File: config.mk
export PLATFORM = sky130hd
export DESIGN_NAME = dmem_arbiter
export DESIGN_NICKNAME = d
export VERILOG_FILES = /design/src/rtl/dmem_arb_pkg.sv /design/src/rtl/arb_starve_cnt.sv /design/src/rtl/dmem_arbiter.sv
export SDC_FILE = /design/constraint.sdc
export NUM_CORES = 1
export LEC_CHECK = 0
export CAP_MARGIN = 20
export CELL_PAD_IN_SITES_DETAIL_PLACEMENT = 0
export CELL_PAD_IN_SITES_GLOBAL_PLACEMENT = 1
export CORE_MARGIN = 2
export CORE_UTILIZATION = 20
export CTS_CLUSTER_SIZE = 28
export DETAILED_ROUTE_END_ITERATION = 10
export HOLD_SLACK_MARGIN = 0.03
export PLACE_DENSITY_LB_ADDON = 0.1
export SLEW_MARGIN = 20
export SYNTH_ARGS = -nofsm -noshare
export SYNTH_HDL_FRONTEND = slang
export SYNTH_SLANG_ARGS = --single-unit
File: constraint.sdc
create_clock -name clk -period 4.8 [get_ports clk]
set_input_delay 0.72 -clock clk [delete_from_list [all_inputs] [get_ports clk]]
set_output_delay 0.72 -clock clk [all_outputs]
set_load 0.03 [all_outputs]
File: src/rtl/dmem_arb_pkg.sv
// Purpose : shared types and helpers for the data-memory arbiter.
// Latency : n/a (declarations only).
// Backpr. : n/a.
//
// Contents:
//   owner_e       - which requester currently owns the data-memory port
//   starve_cnt_w  - width needed to count 0..STARVE_MAX inclusive
package dmem_arb_pkg;

  typedef enum logic {
    S_CORE = 1'b0,
    S_LOCK = 1'b1
  } owner_e;

  function automatic int starve_cnt_w(input int starve_max);
    return $clog2(starve_max + 1);
  endfunction

endpackage

File: src/rtl/arb_starve_cnt.sv
// Purpose : saturating count of consecutive cycles the loader has been denied.
// Latency : o_at_max reflects the registered count (updates one edge after inc).
// Backpr. : none; clear has priority over increment.
//
// Ports:
//   clk, rst  - clock, async active-high reset (count -> 0)
//   i_inc     - loader requested and was denied this cycle
//   i_clr     - loader granted or not requesting; restart the count
//   o_at_max  - count has reached MAX; loader must win the next contest
module arb_starve_cnt
  import dmem_arb_pkg::*;
#(
  parameter int MAX = 8,
  parameter int W   = starve_cnt_w(MAX)
) (
  input  logic clk,
  input  logic rst,
  input  logic i_inc,
  input  logic i_clr,
  output logic o_at_max
);

  localparam logic [W-1:0] MAX_V = W'(MAX);

  logic [W-1:0] r_cnt;

  always_ff @(posedge clk or posedge rst) begin
    if (rst) begin
      r_cnt <= '0;
    end else if (i_clr) begin
      r_cnt <= '0;
    end else if (i_inc && (r_cnt != MAX_V)) begin
      r_cnt <= r_cnt + W'(1);
    end
  end

  assign o_at_max = (r_cnt == MAX_V);

endmodule

File: src/rtl/dmem_arbiter.sv
// Purpose : shares one data-memory port between the core and a loader.
// Latency : grant and mux are combinational; loader read data returns 1 cycle after grant.
// Backpr. : core_stall holds the core; loader holds ldr_req until ldr_gnt.
//
// Ports:
//   clk, rst                         - clock, async active-high reset
//   core_req/we/addr/wdata, core_rdata, core_stall
//                                    - core memory-stage interface
//   ldr_req/we/addr/wdata/lock, ldr_gnt, ldr_rdata, ldr_rvalid
//                                    - loader interface (lock = exclusive burst)
//   mem_re/we/addr/wdata, mem_rdata  - data_mem port (combinational read)
module dmem_arbiter
  import dmem_arb_pkg::*;
#(
  parameter int ADDR_W     = 32,
  parameter int DATA_W     = 32,
  parameter int STARVE_MAX = 8
) (
  input  logic              clk,
  input  logic              rst,
  input  logic              core_req,
  input  logic              core_we,
  input  logic [ADDR_W-1:0] core_addr,
  input  logic [DATA_W-1:0] core_wdata,
  output logic [DATA_W-1:0] core_rdata,
  output logic              core_stall,
  input  logic              ldr_req,
  input  logic              ldr_we,
  input  logic [ADDR_W-1:0] ldr_addr,
  input  logic [DATA_W-1:0] ldr_wdata,
  input  logic              ldr_lock,
  output logic              ldr_gnt,
  output logic [DATA_W-1:0] ldr_rdata,
  output logic              ldr_rvalid,
  output logic              mem_re,
  output logic              mem_we,
  output logic [ADDR_W-1:0] mem_addr,
  output logic [DATA_W-1:0] mem_wdata,
  input  logic [DATA_W-1:0] mem_rdata
);

  owner_e            r_state;
  owner_e            w_state_nxt;
  logic              w_at_max;
  logic              w_ldr_sel;
  logic              w_starve_inc;
  logic              w_starve_clr;
  logic [DATA_W-1:0] r_ldr_rdata;
  logic              r_ldr_rvalid;

  // Loader owns the port during a lock, or when it asks and the core is
  // either idle or has already starved it for STARVE_MAX cycles.
  assign w_ldr_sel  = (r_state == S_LOCK) | (ldr_req & (~core_req | w_at_max));
  assign ldr_gnt    = (r_state == S_LOCK) ? ldr_req : w_ldr_sel;
  assign core_stall = core_req & w_ldr_sel;
  assign core_rdata = mem_rdata;

  always_comb begin
    mem_re    = core_req & ~core_we;
    mem_we    = core_req & core_we;
    mem_addr  = core_addr;
    mem_wdata = core_wdata;
    if (w_ldr_sel) begin
      mem_re    = ldr_req & ~ldr_we;
      mem_we    = ldr_req & ldr_we;
      mem_addr  = ldr_addr;
      mem_wdata = ldr_wdata;
    end
  end

  // Only a denial while the core owns the port counts toward starvation;
  // inside a lock every loader request is granted, which clears the count.
  assign w_starve_inc = (r_state == S_CORE) & ldr_req & ~ldr_gnt;
  assign w_starve_clr = ldr_gnt | ~ldr_req;

  arb_starve_cnt #(
    .MAX (STARVE_MAX)
  ) u_starve (
    .clk      (clk),
    .rst      (rst),
    .i_inc    (w_starve_inc),
    .i_clr    (w_starve_clr),
    .o_at_max (w_at_max)
  );

  always_ff @(posedge clk or posedge rst) begin
    if (rst) begin
      r_state <= S_CORE;
    end else begin
      r_state <= w_state_nxt;
    end
  end

  // Lock is entered only on a granted access and held through idle
  // cycles; there is deliberately no timeout back to the core.
  always_comb begin
    w_state_nxt = r_state;
    case (r_state)
      S_CORE:  if (ldr_gnt & ldr_lock) w_state_nxt = S_LOCK;
      S_LOCK:  if (~ldr_lock)          w_state_nxt = S_CORE;
      default: w_state_nxt = S_CORE;
    endcase
  end

  always_ff @(posedge clk or posedge rst) begin
    if (rst) begin
      r_ldr_rvalid <= 1'b0;
      r_ldr_rdata  <= '0;
    end else begin
      r_ldr_rvalid <= ldr_gnt & ~ldr_we;
      if (ldr_gnt & ~ldr_we) begin
        r_ldr_rdata <= mem_rdata;
      end
    end
  end

  assign ldr_rdata  = r_ldr_rdata;
  assign ldr_rvalid = r_ldr_rvalid;

endmodule

==> results.txt <==
Crit. End Element: primary output
# fillers: 1,232
Port bufs: 299
Postcts setup bufs: 0
CTS root buf: clkbuf_16
Max Fclk: 0.268 GHz
GP Congestion: 0.876
Routed WL per cell: 18.8 um
Top cell type by total area after synthesis: dfrtp_1
Area Growth Syn to Fin: 119%
Ys async rst share: 100%
Yosys warnings: 0
Largest cells by area after synthesis: dfrtp_1, mux2_2, mux2_1, buf_4, buf_6
Seq cells post-synth: 38
Hold Crit Class: flip-flop to flip-flop
Status: finished clean
DRC: 0
Top Ports: 300
Main flop type after synthesis: dfrtp_1
Worst VDD drop: 0.242 mV
Antenna violations before repair: 1
Final Instance Area: 5650 um2
Register area share after synthesis: 36.9%
Setup TNS Final: 0 ps
First-pass GRT wire length: 18.2 mm
Starting density of the core: 20.4%
Cell area after synthesis: 2580 um2
# rows: 41
Number of buffers on the longest clock path: 2
WL final: 12.2 mm
Final hold vios: 0
Total chip power: 0.00154 W
Largest net degree at the start of global routing: 60
CTS H-tree depth: 2
First-iteration detailed-routing DRC count: 65
Clock Skew: 2.80 ps
CTS tree: done
ANT nets after route: 0
Worst Tran Pin Value: 728 ps
WHS: 481 ps
GR Overflow Total: 0
Crit path DAT: 3010 ps
Setup CP Type: input pin to primary output
Worst rel slew slack: 51.4%
DPL Wire Length: 10.4 mm
Mapped Cells: 205
CP required: 4080 ps
Die W: 118 um
CP max FO: 59
Total number of vias: 2,592
Pins Over Slew Limit: 0
RSZ-0062 raised after global routing: no
Final setup fails: 0
Most frequent cells after synthesis: mux2_2, dfrtp_1, buf_4
Multi-input logic area: 1270 um2
Total core area: 12,600 um2
Unique masters post-synth: 23
Clock Latency Late Sink: 270 ps
Power per cell area: 273 nW/um2
Final period demand of the worst path: 3730 ps
Max cap viols: 0
Nets: 642
1st-pass router iterations: 4
Yosys top cell area share: 36.9%
Die span in y: 118 um
Via density: 4.00
CTS clock-pin slew for the worst setup and hold paths: 50 ps
CP Launch Type: input pin
Syn nets: 374
Post-CTS Resized: 0
Post-synth EDFFs: 0
Total CTS buffers: 5
Leak: 2.20 nW
Layout cell share with drive strength beyond 1: 17.5%
Avg Cell Area, Syn: 12.6 um2
Final period util: 77.7%
Cts hold-fix bufs: 0
Vias in the first global route: 2,778
All-Layer GR Usage: 17.4%
FF/Latch Area: 951 um2
Die ar.: 13,800 um2
DP Area: 5500 um2
Most frequent cell after synthesis: mux2_2
Clk sinks: 38
==> layout make-up <==
type	count	area share, %
Clock buffer	7	2.52
Sequential cell	38	16.8
Timing Repair Buffer	303	53.7
Multi-Input combinational cell	119	22.6
Tap cell	172	3.81
Inverter	6	0.398
Clock inverter	1	0.0886
Antenna cell	2	0.0886
==> worst paths after layout <==
path / from / endpoint / slack [ps] / cells past startpoint
hold / removal: ldr_rdata[17]$_DFFE_PP0P_ / ldr_rdata[17]$_DFFE_PP0P_ / 480 / 1
setup reg to reg: u_starve.r_cnt[0]$_DFFE_PP0P_ / ldr_rdata[13]$_DFFE_PP0P_ / 2810 / 6
setup / recovery: ldr_req / mem_addr[20] / 1070 / 6
min in group asynchronous: rst / ldr_rdata[6]$_DFFE_PP0P_ / 870 / 2
hold reg to reg: ldr_rdata[17]$_DFFE_PP0P_ / ldr_rdata[17]$_DFFE_PP0P_ / 480 / 1
max in group asynchronous: rst / u_starve.r_cnt[3]$_DFFE_PP0P_ / 3190 / 3
==> where the power goes <==
part / internal (W) / total, W / switching (W) / leakage, nW
sequential: 0.000377 / 0.000403 / 0.0000263 / 0.458
clock: 0.000206 / 0.000323 / 0.000117 / 0.0739
combinational: 0.000411 / 0.000818 / 0.000407 / 1.67
==> per-stage QoR <==
stage	setup slack (ps)	instances	util, %
after floorplan	1930	205	-
after global placement	1070	638	43.6
after detailed placement	1040	638	43.6
after CTS	1040	646	44.7
after global routing	971	647	44.8
final	1070	648	44.8
==> routing by layer <==
layer | vias up | wire (um) | track usage [%]
li1 | 1230 | - | -
met1 | 1198 | 4620 | 19.3
met2 | 149 | 6170 | 31.4
met3 | 15 | 1180 | 6.73
met4 | 0 | 218 | 3.99
met5 | - | 0 | 0
==> critical path, cell delays in order <==
cell             delay, ps
clkdlybuf4s50_1        450
and4b_1                250
nor3_4                 220
buf_12                 300
mux2_2                 370
clkdlybuf4s50_1        650
==> logic make-up after synthesis <==
family	after synthesis	share of synthesized area [%]
xor gates and xnor gates	2	0.679
DFF	38	36.9
adders and majority gates	2	0.970
AOI/OAI and AO/OA	3	1.26
buffers and inverters	48	13.9
muxes	97	42.3
and+or+nand+nor	15	3.98
==> sequential cells by signal, indices dropped and copies added (netlist names) <==
name,flops
u_starve.r_cnt,4
ldr_rvalid,1
ldr_rdata,32
r_state,1
==> placed cells by master (no fill, tap or decap), types with 2 or more instances in the layout <==
cell and n:
clkbuf_16 5, mux2_2 68, dfrtp_1 38, ha_1 2, diode_2 2, buf_4 3, inv_1 6, nand3_1 2
nor2b_1 3, nor2_1 4, clkdlybuf4s50_1 299, mux2_1 28
(Power assumes the default switching activity.)
